File: src/rtl/rv32i_pkg.sv
// Shared RV32I core definitions used by the fetch stage: reset vector,
// fetch entry layout, fetch modes and PC arithmetic.
package rv32i_pkg;

    localparam logic [31:0] RESET_PC_DEFAULT = 32'h0000_0000;
    localparam logic [31:0] INSTR_NOP        = 32'h0000_0013;

    typedef struct packed {
        logic [31:0] pc;
        logic [31:0] instr;
        logic        err;
        logic        misaligned;
    } fetch_entry_t;

    typedef enum logic {
        MODE_RUN  = 1'b0,
        MODE_HALT = 1'b1
    } fetch_mode_e;

    // Sequential PC; 32'hFFFF_FFFC wraps to 0 by plain modular addition.
    function automatic logic [31:0] pc_plus4(input logic [31:0] pc);
        return pc + 32'd4;
    endfunction

endpackage

File: src/rtl/fetch_fifo.sv
// Synchronous FIFO of fetch entries with flush. The head is read straight
// from the slot registers, so a push is visible at the output the next cycle.
module fetch_fifo
    import rv32i_pkg::*;
#(
    parameter int DEPTH = 2,
    localparam int AW = (DEPTH > 1) ? $clog2(DEPTH) : 1,
    localparam int CW = $clog2(DEPTH + 1)
) (
    input  logic          clk,
    input  logic          rst,
    input  logic          push,
    input  fetch_entry_t  push_entry,
    input  logic          pop,
    input  logic          flush,
    output logic          head_valid,
    output fetch_entry_t  head_entry,
    output logic [CW-1:0] occupancy
);

    fetch_entry_t  slots [DEPTH];
    logic [AW-1:0] rd_ptr_reg;
    logic [AW-1:0] wr_ptr_reg;
    logic [CW-1:0] count_reg;
    logic [AW-1:0] wr_idx;
    logic          do_pop;

    function automatic logic [AW-1:0] ptr_inc(input logic [AW-1:0] p);
        return (p == AW'(DEPTH - 1)) ? '0 : p + AW'(1);
    endfunction

    // A push that coincides with a flush restarts the buffer at slot 0.
    assign wr_idx = flush ? '0 : wr_ptr_reg;
    assign do_pop = pop && (count_reg != '0) && !flush;

    generate
        for (genvar gi = 0; gi < DEPTH; gi++) begin : g_slot
            fetch_entry_t slot_reg;

            always_ff @(posedge clk) begin
                if (rst) begin
                    slot_reg <= '0;
                end else if (push && (wr_idx == AW'(gi))) begin
                    slot_reg <= push_entry;
                end
            end

            assign slots[gi] = slot_reg;
        end
    endgenerate

    always_ff @(posedge clk) begin
        if (rst) begin
            rd_ptr_reg <= '0;
            wr_ptr_reg <= '0;
            count_reg  <= '0;
        end else if (flush) begin
            rd_ptr_reg <= '0;
            wr_ptr_reg <= push ? AW'(1) : '0;
            count_reg  <= push ? CW'(1) : '0;
        end else begin
            if (push) begin
                wr_ptr_reg <= ptr_inc(wr_ptr_reg);
            end
            if (do_pop) begin
                rd_ptr_reg <= ptr_inc(rd_ptr_reg);
            end
            count_reg <= count_reg + CW'(push) - CW'(do_pop);
        end
    end

    assign head_valid = (count_reg != '0);
    assign head_entry = slots[rd_ptr_reg];
    assign occupancy  = count_reg;

    // The request credit scheme upstream must make this unreachable.
    overflow_a: assert property (@(posedge clk) disable iff (rst)
        !(push && !flush && !do_pop && (count_reg == CW'(DEPTH))));

endmodule

File: src/rtl/instr_fetch.sv
// RV32I instruction fetch: PC, credit-limited in-order memory requests,
// redirect/flush handling and in-band fault reporting to decode.
module instr_fetch
    import rv32i_pkg::*;
#(
    parameter logic [31:0] RESET_PC   = RESET_PC_DEFAULT,
    parameter int          FIFO_DEPTH = 2
) (
    input  logic        clk,
    input  logic        rst,
    output logic        imem_req_valid,
    input  logic        imem_req_ready,
    output logic [31:0] imem_req_addr,
    input  logic        imem_rsp_valid,
    input  logic [31:0] imem_rsp_data,
    input  logic        imem_rsp_err,
    input  logic        redirect_valid,
    input  logic [31:0] redirect_pc,
    output logic        fetch_valid,
    input  logic        fetch_ready,
    output logic [31:0] fetch_instr,
    output logic [31:0] fetch_pc,
    output logic        fetch_err,
    output logic        fetch_misaligned
);

    localparam int CW = $clog2(FIFO_DEPTH + 1);

    logic [31:0]   pc_reg, pc_next;
    logic [CW-1:0] outstanding_reg, outstanding_next;
    logic [CW-1:0] drop_reg, drop_next;
    fetch_mode_e   mode_reg, mode_next;

    logic          pop;
    logic          req_fire;
    logic [CW:0]   credit_used;
    logic [31:0]   rsp_pc;
    logic          fifo_push;
    logic          fifo_flush;
    fetch_entry_t  push_entry;
    fetch_entry_t  head_entry;
    logic          head_valid;
    logic [CW-1:0] occupancy;

    assign pop = head_valid && fetch_ready;

    // Buffered entries plus in-flight requests must fit in the FIFO.
    assign credit_used = (CW+1)'(outstanding_reg) + (CW+1)'(occupancy) - (CW+1)'(pop);

    assign imem_req_valid = !rst && (mode_reg == MODE_RUN) && !redirect_valid
                            && (credit_used < (CW+1)'(FIFO_DEPTH));
    assign imem_req_addr  = pc_reg;
    assign req_fire       = imem_req_valid && imem_req_ready;

    // Once drop reaches zero every outstanding request was issued
    // back-to-back since the last redirect, ending at pc_reg - 4, so the
    // oldest one sits outstanding_reg words behind pc_reg.
    assign rsp_pc = pc_reg - (32'(outstanding_reg) << 2);

    always_comb begin
        outstanding_next = outstanding_reg + CW'(req_fire) - CW'(imem_rsp_valid);
        drop_next        = drop_reg;
        pc_next          = req_fire ? pc_plus4(pc_reg) : pc_reg;
        mode_next        = mode_reg;
        fifo_push        = 1'b0;
        fifo_flush       = 1'b0;
        push_entry       = '0;

        if (imem_rsp_valid && (drop_reg != '0)) begin
            drop_next = drop_reg - CW'(1);
        end

        if (redirect_valid) begin
            // Everything still in flight, bar a response landing now, is stale.
            fifo_flush = 1'b1;
            drop_next  = outstanding_next;
            pc_next    = redirect_pc;
            mode_next  = MODE_RUN;
            if (redirect_pc[1:0] != 2'b00) begin
                fifo_push             = 1'b1;
                push_entry.pc         = redirect_pc;
                push_entry.misaligned = 1'b1;
                mode_next             = MODE_HALT;
            end
        end else if (imem_rsp_valid && (drop_reg == '0)) begin
            fifo_push        = 1'b1;
            push_entry.pc    = rsp_pc;
            push_entry.instr = imem_rsp_err ? '0 : imem_rsp_data;
            push_entry.err   = imem_rsp_err;
            if (imem_rsp_err) begin
                mode_next = MODE_HALT;
                drop_next = outstanding_next;
            end
        end
    end

    always_ff @(posedge clk) begin
        if (rst) begin
            pc_reg          <= RESET_PC;
            outstanding_reg <= '0;
            drop_reg        <= '0;
            mode_reg        <= MODE_RUN;
        end else begin
            pc_reg          <= pc_next;
            outstanding_reg <= outstanding_next;
            drop_reg        <= drop_next;
            mode_reg        <= mode_next;
        end
    end

    fetch_fifo #(
        .DEPTH (FIFO_DEPTH)
    ) u_fifo (
        .clk        (clk),
        .rst        (rst),
        .push       (fifo_push),
        .push_entry (push_entry),
        .pop        (pop),
        .flush      (fifo_flush),
        .head_valid (head_valid),
        .head_entry (head_entry),
        .occupancy  (occupancy)
    );

    assign fetch_valid      = head_valid;
    assign fetch_instr      = head_entry.instr;
    assign fetch_pc         = head_entry.pc;
    assign fetch_err        = head_valid && head_entry.err;
    assign fetch_misaligned = head_valid && head_entry.misaligned;

endmodule

File: config.mk
export PLATFORM = sky130hd
export DESIGN_NAME = instr_fetch
export DESIGN_NICKNAME = d
export VERILOG_FILES = /design/src/rtl/rv32i_pkg.sv /design/src/rtl/fetch_fifo.sv /design/src/rtl/instr_fetch.sv
export SDC_FILE = /design/constraint.sdc
export NUM_CORES = 1
export LEC_CHECK = 0
export ABC_AREA = 1
export CORE_ASPECT_RATIO = 1.4
export CORE_MARGIN = 2
export CORE_UTILIZATION = 49
export DETAILED_ROUTE_END_ITERATION = 16
export PLACE_DENSITY = 0.77
export SLEW_MARGIN = 20
export SYNTH_ARGS = -nofsm -noshare
export SYNTH_HDL_FRONTEND = slang
export SYNTH_HIERARCHICAL = 1
export SYNTH_SLANG_ARGS = --single-unit
File: constraint.sdc
create_clock -name clk -period 3 [get_ports clk]
set_input_delay 0.6 -clock clk [delete_from_list [all_inputs] [get_ports clk]]
set_output_delay 0.6 -clock clk [all_outputs]
set_load 0.02 [all_outputs]
=== Word-level counts from Yosys, hierarchy flattened ===
Cells that the tools add are included.
W data, S select, Z words.

* Add/sub/neg operators: 11
* Multiplexer cells: 30
* Bitwise gates (word level): 3
* $lt $le $gt $ge: 2
* Reduce and logical (&&, ||, !) cells: 26

{| class="wikitable"
|+ Operators by type and width
! kind !! number
|-
| $mux W66 || 3
|-
| $mux W32 || 5
|-
| $mux W65 || 1
|-
| $mux W33 || 1
|-
| $add A32 B3 Y32 const B || 1
|-
| $sub A32 B4 Y32 || 1
|-
| $mux W1 || 15
|-
| $reduce_bool A2 Y1 || 7
|-
| $logic_and A1 B1 Y1 || 13
|-
| $mux W2 || 5
|-
| $add A2 B1 Y2 || 2
|-
| $sub A2 B1 Y2 || 2
|-
| $add A2 B2 Y3 || 1
|-
| $logic_not A1 Y1 || 3
|-
| $lt A3 B2 Y1 const B || 1
|-
| $sub A3 B1 Y3 || 1
|-
| $add A1 B1 Y1 const B || 2
|-
| $ge A2 B2 Y1 const B || 1
|-
| $logic_not A2 Y1 || 1
|-
| $not A1 Y1 || 2
|-
| $not A1 Y2 || 1
|-
| $reduce_and A2 Y1 || 1
|-
| $reduce_or A2 Y1 || 1
|-
| $sub A2 B1 Y2 const B || 1
|}

* Register bits after elaboration: 173
* Word-level logic and storage cells: 87
* Input bits: 71
* Output and inout bits: 100

=== Longest topological paths before layout ===
Gate-level depths: netlist (run 1).

* Word-level depth: 11
* Depth in mapped cells: 20
* Gate-level depth less buffers: 19

=== Modules after synthesis ===
The synthesis (run 1) kept the hierarchy.

{| class="wikitable"
|+ By module, submodules not included
! module !! cells an instance !! times used !! sequential area each (µm²) !! area each (µm²)
|-
| fetch_fifo || 959 || 1 || 2722.6 || 6227.2
|-
| instr_fetch || 729 || 1 || 740.7 || 4132.7
|}

=== Worst setup path before layout (run 1) ===
Ideal clock, no wire load.

* Path kind: reg2reg
* Start: register u_fifo.count_reg[0], in the netlist u_fifo/occupancy[0]
* End: register drop_reg[1]
* Period minus slack after synthesis: 3137 ps
* Buffers on the path: 1
* Setup time: 86 ps
* Path slack: -137 ps
* Cell stages (with the launch flop): 20
* Required time: 2914 ps
* Arrival: 3051 ps
* Cells stage by stage: dfxtp_1 > nor2_1 > inv_1 > nand2_1 > inv_1 > ha_1 > inv_1 > nand2_1 > fa_1 > nand2_1 > nor2_4 > nand3_2 > buf_2 > ha_1 > inv_1 > ha_1 > xnor2_1 > xor2_1 > inv_1 > a211oi_1

* Longest elaborated chain between the ends: 11
* Elaborated cells between the ends (all ways): 12
* Classes of those cells: add/sub: 4; order compare: 1; mux: 3; reduce/logical: 4

{| class="wikitable"
|+ Ends and longest elaborated chain
! element !! RTL line !! source
|-
| start: declaration || fetch_fifo.sv:24 || <nowiki>logic [CW-1:0] count_reg;</nowiki>
|-
| start signal: assignment || fetch_fifo.sv:60 || <nowiki>count_reg <= push ? CW'(1) : '0;</nowiki>
|-
| start signal: assignment || fetch_fifo.sv:68 || <nowiki>count_reg <= count_reg + CW'(push) - CW'(do_pop);</nowiki>
|-
| $reduce_bool A2 Y1 (*) || fetch_fifo.sv:72 || <nowiki>assign head_valid = (count_reg != '0);</nowiki>
|-
| via fetch_valid || instr_fetch.sv:19 || <nowiki>output logic fetch_valid,</nowiki>
|-
| $logic_and A1 B1 Y1 (*) || instr_fetch.sv:45 || <nowiki>assign pop = head_valid && fetch_ready;</nowiki>
|-
| via pop || instr_fetch.sv:34 || <nowiki>logic pop;</nowiki>
|-
| $sub A3 B1 Y3 (*) || instr_fetch.sv:48 || <nowiki>assign credit_used = (CW+1)'(outstanding_reg) + (CW+1)'(occupancy) - (CW+1)'(pop);</nowiki>
|-
| $lt A3 B2 Y1 (*) || instr_fetch.sv:51 || <nowiki>&& (credit_used < (CW+1)'(FIFO_DEPTH));</nowiki>
|-
| $logic_and A1 B1 Y1 (*) || instr_fetch.sv:51 ||
|-
| $logic_and A1 B1 Y1 (*) || instr_fetch.sv:53 || <nowiki>assign req_fire = imem_req_valid && imem_req_ready;</nowiki>
|-
| $add A2 B1 Y2 (*) || instr_fetch.sv:61 || <nowiki>outstanding_next = outstanding_reg + CW'(req_fire) - CW'(imem_rsp_valid);</nowiki>
|-
| $sub A2 B1 Y2 (*) || instr_fetch.sv:61 ||
|-
| $mux W2 || instr_fetch.sv:90 || <nowiki>if (imem_rsp_err) begin</nowiki>
|-
| $mux W2 || instr_fetch.sv:85 || <nowiki>end else if (imem_rsp_valid && (drop_reg == '0)) begin</nowiki>
|-
| $mux W2 (*) || instr_fetch.sv:73 || <nowiki>if (redirect_valid) begin</nowiki>
|-
| end signal: assignment || instr_fetch.sv:106 || <nowiki>drop_reg <= drop_next;</nowiki>
|-
| end: declaration || instr_fetch.sv:31 || <nowiki>logic [CW-1:0] drop_reg, drop_next;</nowiki>
|}

Mark *: on every way through the listed nets, which the timed path passes. The rest lies on a longest branch.
A chain may end at the register's enable or synchronous reset.

=== Final worst setup path (run 1) ===
* Start: register u_fifo.count_reg[1], in the netlist u_fifo/occupancy[1]
* End: output port imem_req_valid

* Longest elaborated chain between the ends: 5
* Elaborated cells between the ends (all ways): 6
* Classes of those cells: add/sub: 2; order compare: 1; reduce/logical: 3

{| class="wikitable"
|+ Ends and longest elaborated chain
! element !! RTL line !! source
|-
| $reduce_bool A2 Y1 || fetch_fifo.sv:72 ||
|-
| $logic_and A1 B1 Y1 || instr_fetch.sv:45 ||
|-
| via pop || instr_fetch.sv:34 ||
|-
| $sub A3 B1 Y3 || instr_fetch.sv:48 ||
|-
| $lt A3 B2 Y1 || instr_fetch.sv:51 ||
|-
| $logic_and A1 B1 Y1 || instr_fetch.sv:51 ||
|-
| end: declaration || instr_fetch.sv:11 || <nowiki>output logic imem_req_valid,</nowiki>
|}

The timed path passes the listed nets, and every way through them passes these cells.

==> results.yml, run 1 <==
run_status:
  status: "finished clean"
place:
  placement.io_buffers: 170
  finalWeightedCongestion: 0.888
  place_ws_ns: -0.553
  dp_hpwl_mm: 21.4
  dp_cells: 2053
setup_path:
  critical_path.max_fanout: 2
  worst-path-stages: 13
  crit_chain: "nor2_4 -> inv_2 -> nand2_2 -> inv_2 -> ha_4 -> inv_2 -> nand2_2 -> fa_2 -> nand2_2 -> nor2_4 -> nand2_2 -> inv_1 -> buf_4"
  arrival_ns: 2.31
  r2r_end: "outstanding_reg[1]"
  start_kind: "flop"
  crit_path_end: "imem_req_valid"
  path_buf_inv: 5
  critical-path-top-delay-family: "adder cells"
  cp.required_ns: 2.40
  worst_setup_path_end_kind: "output port"
  crit_path_max_incr_delay_ns: 0.53
  r2r_cells: 20
  regToRegSetupSlack_ns: 0.11
  worstSetupStartpoint: "u_fifo/occupancy[1]"
  crit_slowest_cell: "fa_2"
  cp_common_cell: "nand2_2"
  r2r_start: "u_fifo/occupancy[1]"
  crit_type: "flop to output port"
floorplanning:
  ioPinCount: 171
  dieArea_mm2: 0.0223
  num_rows: 62
  die-width_um: 127
  initial_utilization_pct: 50.2
  die_h_um: 176
  coreArea_mm2: 0.0206
clock_network:
  cts_tree: "done"
  hold_buffers: 0
  htreeDepth: 4
  cts.reportedPaths.clkPinSlew_ns: 0.07
  numCtsBuffers: 17
  cts_root_buf: "clkbuf_16"
  cts_buffer_depth: 2
  cts.sinks: 173
  clk_latency_ns: 0.43
timing:
  timing.final.crit_share_pct: 97.1
  hold_viol_final: 0
  rsz0062_at_grt: "true"
  worst_pin_slew_ns: 0.592
  fmax_mhz: 343
  setup_violations: 0
  holdWs_ns: 0.483
  maxSlewHeadroom_pct: 60.5
  fin_skew_ns: 0.0147
  slew_viol_final: 0
  fin_crit_ns: 2.91
  fin_ws_ns: 0.0856
global_routing:
  grt_start_max_net_pins: 67
  antenna_found_initial: 0
  grt.total_usage_pct: 27.2
  grt_pass1_vias: 10200
  grt_pass1_wl_mm: 49.5
  overflow: 0
route:
  drc_errors: 0
  vias: 10800
  routedWlPerCell_um: 14.6
  wl_mm: 30.4
  vias_per_cell: 5.18
  drtPass1Iterations: 5
  ant_nets: 0
  drt_iter0_drc: 819
power_and_ir_drop:
  power_mw: 6.80
  p_sw_share_pct: 33.1
  p_leak_nw: 6.03
  p_switching_mw: 2.25
  power_frac_comb_pct: 28.5
  powerDensity_mw_per_mm2: 523
  p_int_mw: 4.55
  vdd_ir_drop_max_mv: 0.367
  seqPwrFrac_pct: 39.0
  p_clk_share_pct: 32.5
layout:
  nets: 1901
  fin_cells: 2087
  seq_area_mm2: 0.00347
  multi_input_area_mm2: 0.00587
  drive_gt1_share_pct: 8.25
  fill_cells: 1969
  largest_reg_flops: 132
  syn2layout_area_growth_pct: 25.6
  num_antenna_cells: 0
run:
  drv_cap: 0
synth:
  synth_top_cell_by_area: "dfxtp_1"
  yosysMostFrequentCell: "nor2_1"
  synthCells: 1688
  syn_area_mm2: 0.0104
  synth_edf_count: 0
  synth_top_area_share_pct: 33.4
  synthArstFlopShare_pct: 0
  syn_nets: 1771
  synth.area.top_cells: "dfxtp_1 (33%), nor2_1 (17%), nand2_1 (14%), inv_1 (5.7%), a21oi_1 (5.3%)"
  ys_warn_count: 6
  syn_area_per_cell_um2: 6.14
  ys_ff_latch: 173
  ys_seq_area_share_pct: 33.4
  synth_ff_type: "dfxtp_1"
  yosysUniqueCellTypes: 43
  synth_top_cells_by_count: "nor2_1 (460), nand2_1 (400), dfxtp_1 (173)"
min_path:
  hold_path_class: "flop to flop"
[power groups by stage]
| stage | clock [mW] | combinational, mW | sequential [mW] |
|---|---|---|---|
| after global routing | 2.34 | 2.15 | 2.68 |
| final | 2.21 | 1.94 | 2.65 |
| after global placement | 0 | 1.87 | 2.69 |
| after detailed placement | 0 | 1.90 | 2.70 |
| after floorplan | 0 | 1.21 | 2.67 |
| after CTS | 2.25 | 1.92 | 2.65 |
[worst min-delay path by stage]
stage                                             start  cells after the start  slack [ns]                       endpoint
after floorplan                                mode_reg                      2        0.44                       mode_reg
after global placement    u_fifo/g_slot[0].slot_reg[46]                      2        0.46  u_fifo/g_slot[0].slot_reg[46]
after detailed placement  u_fifo/g_slot[0].slot_reg[41]                      2        0.47  u_fifo/g_slot[0].slot_reg[41]
after CTS                 u_fifo/g_slot[0].slot_reg[50]                      2        0.49  u_fifo/g_slot[0].slot_reg[50]
after global routing      u_fifo/g_slot[0].slot_reg[28]                      2        0.50  u_fifo/g_slot[0].slot_reg[28]
final                     u_fifo/g_slot[0].slot_reg[11]                      2        0.48  u_fifo/g_slot[0].slot_reg[11]
[layout by cell type (no fill, tap or decap), types with 3 or more instances in the layout]
cell type        count
clkdlybuf4s50_1    168
inv_6                5
o21ai_0             30
o21ai_1             21
nand4_1              7
buf_4               37
nor2_2              11
nor2_4              13
dfxtp_1            170
a21oi_1            110
o31ai_1              4
a31oi_1              4
clkbuf_16           17
ha_1                 7
buf_12               8
o211ai_1             3
a211oi_1             3
nor2_1             456
nand3b_1            67
o22ai_1             11
inv_2               11
nand2_2             15
clkinv_4             4
nand3_1             43
xor2_1              15
nand2_1            395
nor3_1               6
nand3_2              4
ha_4                 3
inv_1              152
[tightest hold or removal path, cell delays in order, from the launching register on]
cell and delay, ns:
dfxtp_1 0.31, nor2_1 0.09, nor2_1 0.05
[what timing repair did]
action	4_1_cts	5_1_grt
pin swaps	4	2
gates cloned	0	0
gates resized for setup	7	11
setup endpoints to repair	3	5
buffers inserted	0	2
[layer usage]
metal / up-vias / track usage (%) / wire length (um)
li1: 5491 / - / -
met1: 4816 / 32.5 / 12300
met2: 426 / 47.8 / 15000
met3: 72 / 4.09 / 1840
met4: 0 / 12.9 / 1180
met5: - / 0 / 0
[stage by stage]
| stage | cell area [um^2] | TNS [ns] | util (%) |
|---|---|---|---|
| after CTS | 13000 | 0 | 62.8 |
| after detailed placement | 12400 | -6.88 | 60.0 |
| after global placement | 12400 | -5.72 | 60.0 |
| after floorplan | 10400 | 0 | - |
| final | 13000 | 0 | 63.1 |
| after global routing | 13000 | -0.103 | 63.1 |
[logic make-up (layout without fill, tap and decap cells)]
family | count (synthesis) | in the layout | share of synthesized area [%]
buffers and inverters | 270 | 413 | 11.1
XOR/XNOR | 16 | 16 | 1.35
AO/OA/AOI/OAI | 191 | 191 | 9.82
adder cells (fa/ha/maj) | 12 | 12 | 1.59
AND/OR/NAND/NOR | 1026 | 1026 | 42.7
flip-flops | 173 | 173 | 33.4
[cell type report]
class	count	share of cell area [%]
multi-input cells	1245	45.1
well taps	256	2.46
repair buffers	216	16.5
clock inverters	14	1.19
inverters	165	4.78
flip-flops and latches	173	26.7
clock buffers	18	3.30
No activity file was read; power rests on OpenSTA's default activity.
==> run 2: changes to the inputs <==
Settings changed: ABC_CLOCK_PERIOD_IN_PS from default to 3000.
==> results of run 2 <==
Same layout as run 1: the final DEF is identical, and so are final timing and power.
==> run 3: changes to the inputs <==
Settings changed: PLACE_DENSITY 0.77 to default, PLACE_DENSITY_LB_ADDON from default to 0.08.
==> run 3 against run 2 <==
Final area is 0.85% higher. Die area unchanged. Clock power rose by 2%. Via count is 0.80% lower. Utilization increased by 0.53 points. Non-clock buffer count increased by 3. Maximum frequency is 1.5% higher. Flip-flop and latch count stayed put. Sequential power barely moved. Power grew 0.95%. First-iteration DRC count is 7.0% lower. Routed wire length grew 1.6%.
==> results.yml, run 3 (synthesis results as in run 1) <==
layout:
  final_cell_mix: "nor2_1 (457), nand2_1 (395), dfxtp_1 (170)"
  nets: 1904
  drive_gt1_share_pct: 8.34
  final_common_cell: "nor2_1"
  largest_reg_flops: 132
  syn2layout_area_growth_pct: 26.7
  num_antenna_cells: 0
  fin_util_pct: 63.6
  fin_cells: 2090
route:
  ant_nets: 0
  vias_per_cell: 5.13
  wl_mm: 30.9
  drt_iter0_drc: 762
  drc_errors: 0
  vias: 10700
  routedWlPerCell_um: 14.8
  drtPass1Iterations: 5
timing:
  hold_viol_final: 0
  rsz0062_at_grt: "true"
  worst_pin_slew_ns: 0.837
  slew_viol_final: 0
  timing.final.crit_share_pct: 95.7
  setup_violations: 0
  fin_skew_ns: 0.0141
  maxSlewHeadroom_pct: 44.2
  setup_tns_ns: 0
  fin_crit_ns: 2.87
  fmax_mhz: 348
floorplanning:
  dieArea_mm2: 0.0223
  die-width_um: 127
  coreArea_mm2: 0.0206
  initial_utilization_pct: 50.2
  num_rows: 62
  die_h_um: 176
  ioPinCount: 171
setup_path:
  worstSetupStartpoint: "u_fifo/occupancy[1]"
  start_kind: "flop"
  crit_chain: "nor2_4 -> inv_2 -> nand2_2 -> inv_2 -> ha_4 -> inv_2 -> nand2_2 -> fa_1 -> nand2_2 -> nor2_4 -> nand2_4 -> inv_2 -> buf_6"
  regToRegSetupSlack_ns: 0.14
  worst_setup_path_end_kind: "output port"
  r2r_end: "drop_reg[1]"
  cp.required_ns: 2.40
  critical_path.max_fanout: 2
  crit_slowest_cell: "fa_1"
  r2r_start: "u_fifo/occupancy[1]"
  crit_path_max_incr_delay_ns: 0.53
  cp_common_cell: "inv_2"
  arrival_ns: 2.27
  crit_type: "flop to output port"
  r2r_cells: 19
power_and_ir_drop:
  vdd_ir_drop_max_mv: 0.406
  powerDensity_mw_per_mm2: 523
  p_leak_nw: 6.08
  power_mw: 6.87
place:
  dp_cells: 2055
  placement.io_buffers: 170
  dp_hpwl_mm: 21.3
  finalWeightedCongestion: 0.885
global_routing:
  overflow: 0
  grt.total_usage_pct: 27.0
  grt_pass1_wl_mm: 48.8
  grt_start_max_net_pins: 79
  antenna_found_initial: 0
  grt_pass1_vias: 9785
min_path:
  hold_path_class: "flop to flop"
  holdPathStages: 2
  min_to: "u_fifo/g_slot[0].slot_reg[65]"
  min_from: "u_fifo/g_slot[0].slot_reg[65]"
clock_network:
  numCtsBuffers: 17
  cts_root_buf: "clkbuf_16"
  cts_tree: "done"
  clk_latency_ns: 0.43
  cts.sinks: 173
  cts.reportedPaths.clkPinSlew_ns: 0.07
  hold_buffers: 0
  cts_buffer_depth: 2
  htreeDepth: 4
run_status:
  status: "finished clean"
run:
  drv_cap: 0
## run 3: report_power, final
part           switching [mW]  internal, mW  total [mW]
clock network           0.992          1.27        2.26
registers               0.151          2.50        2.65
logic                    1.13         0.821        1.95
## run 3: layout make-up
| cell class | instances | area [um^2] |
|---|---|---|
| fillers | 2022 | 7510 |
| multi-input cells | 1245 | 5860 |
| flip-flops and latches | 173 | 3470 |
| repair buffers | 219 | 2260 |
| inverters | 165 | 622 |
| clock buffers | 19 | 443 |
| well taps | 256 | 320 |
| clock inverters | 13 | 153 |
## run 3: worst max-delay path: cells and delay by family, from the launching register on
family,cells,cell delay (ns)
adders and majority gates,2,0.73
buffers and inverters,5,0.30
DFF,1,0.33
and+or+nand+nor,6,0.48
## run 3: what timing repair did
action,4_1_cts,5_1_grt
setup buffers,1,2
pin swaps,7,7
endpoints found under the setup margin,2,6
resized for setup,11,7
## run 3: worst max-delay path by stage
| stage | end | slack, ns | cells after the start |
|---|---|---|---|
| 2_1_floorplan | drop_reg[1] | 0.02 | 17 |
| 3_3_place_gp | imem_req_valid | -0.57 | 12 |
| 3_5_place_dp | imem_req_valid | -0.58 | 12 |
| 4_1_cts | imem_req_valid | 0.05 | 13 |
| 5_1_grt | drop_reg[1] | -0.05 | 19 |
| 6_report | imem_req_valid | 0.13 | 13 |
## run 3: metal layers
layer	routed length, um	vias to the layer above	share of wire [%]	track usage, %
li1	-	5491	-	-
met1	13100	4843	43	33.1
met3	1420	70	4.6	3.67
met2	15100	315	49	46.7
met5	0	-	0	0
met4	1290	0	4.2	12.8
## run 3: per-stage QoR
| stage | hold slack (ns) | area, um^2 | setup slack, ns |
|---|---|---|---|
| finish | 0.480 | 13100 | 0.129 |
| CTS | 0.476 | 13100 | 0.0494 |
| global placement | 0.457 | 12500 | -0.570 |
| detailed placement | 0.467 | 12500 | -0.584 |
| global route | 0.502 | 13100 | -0.0474 |
| floorplan | 0.444 | 10400 | 0.0232 |
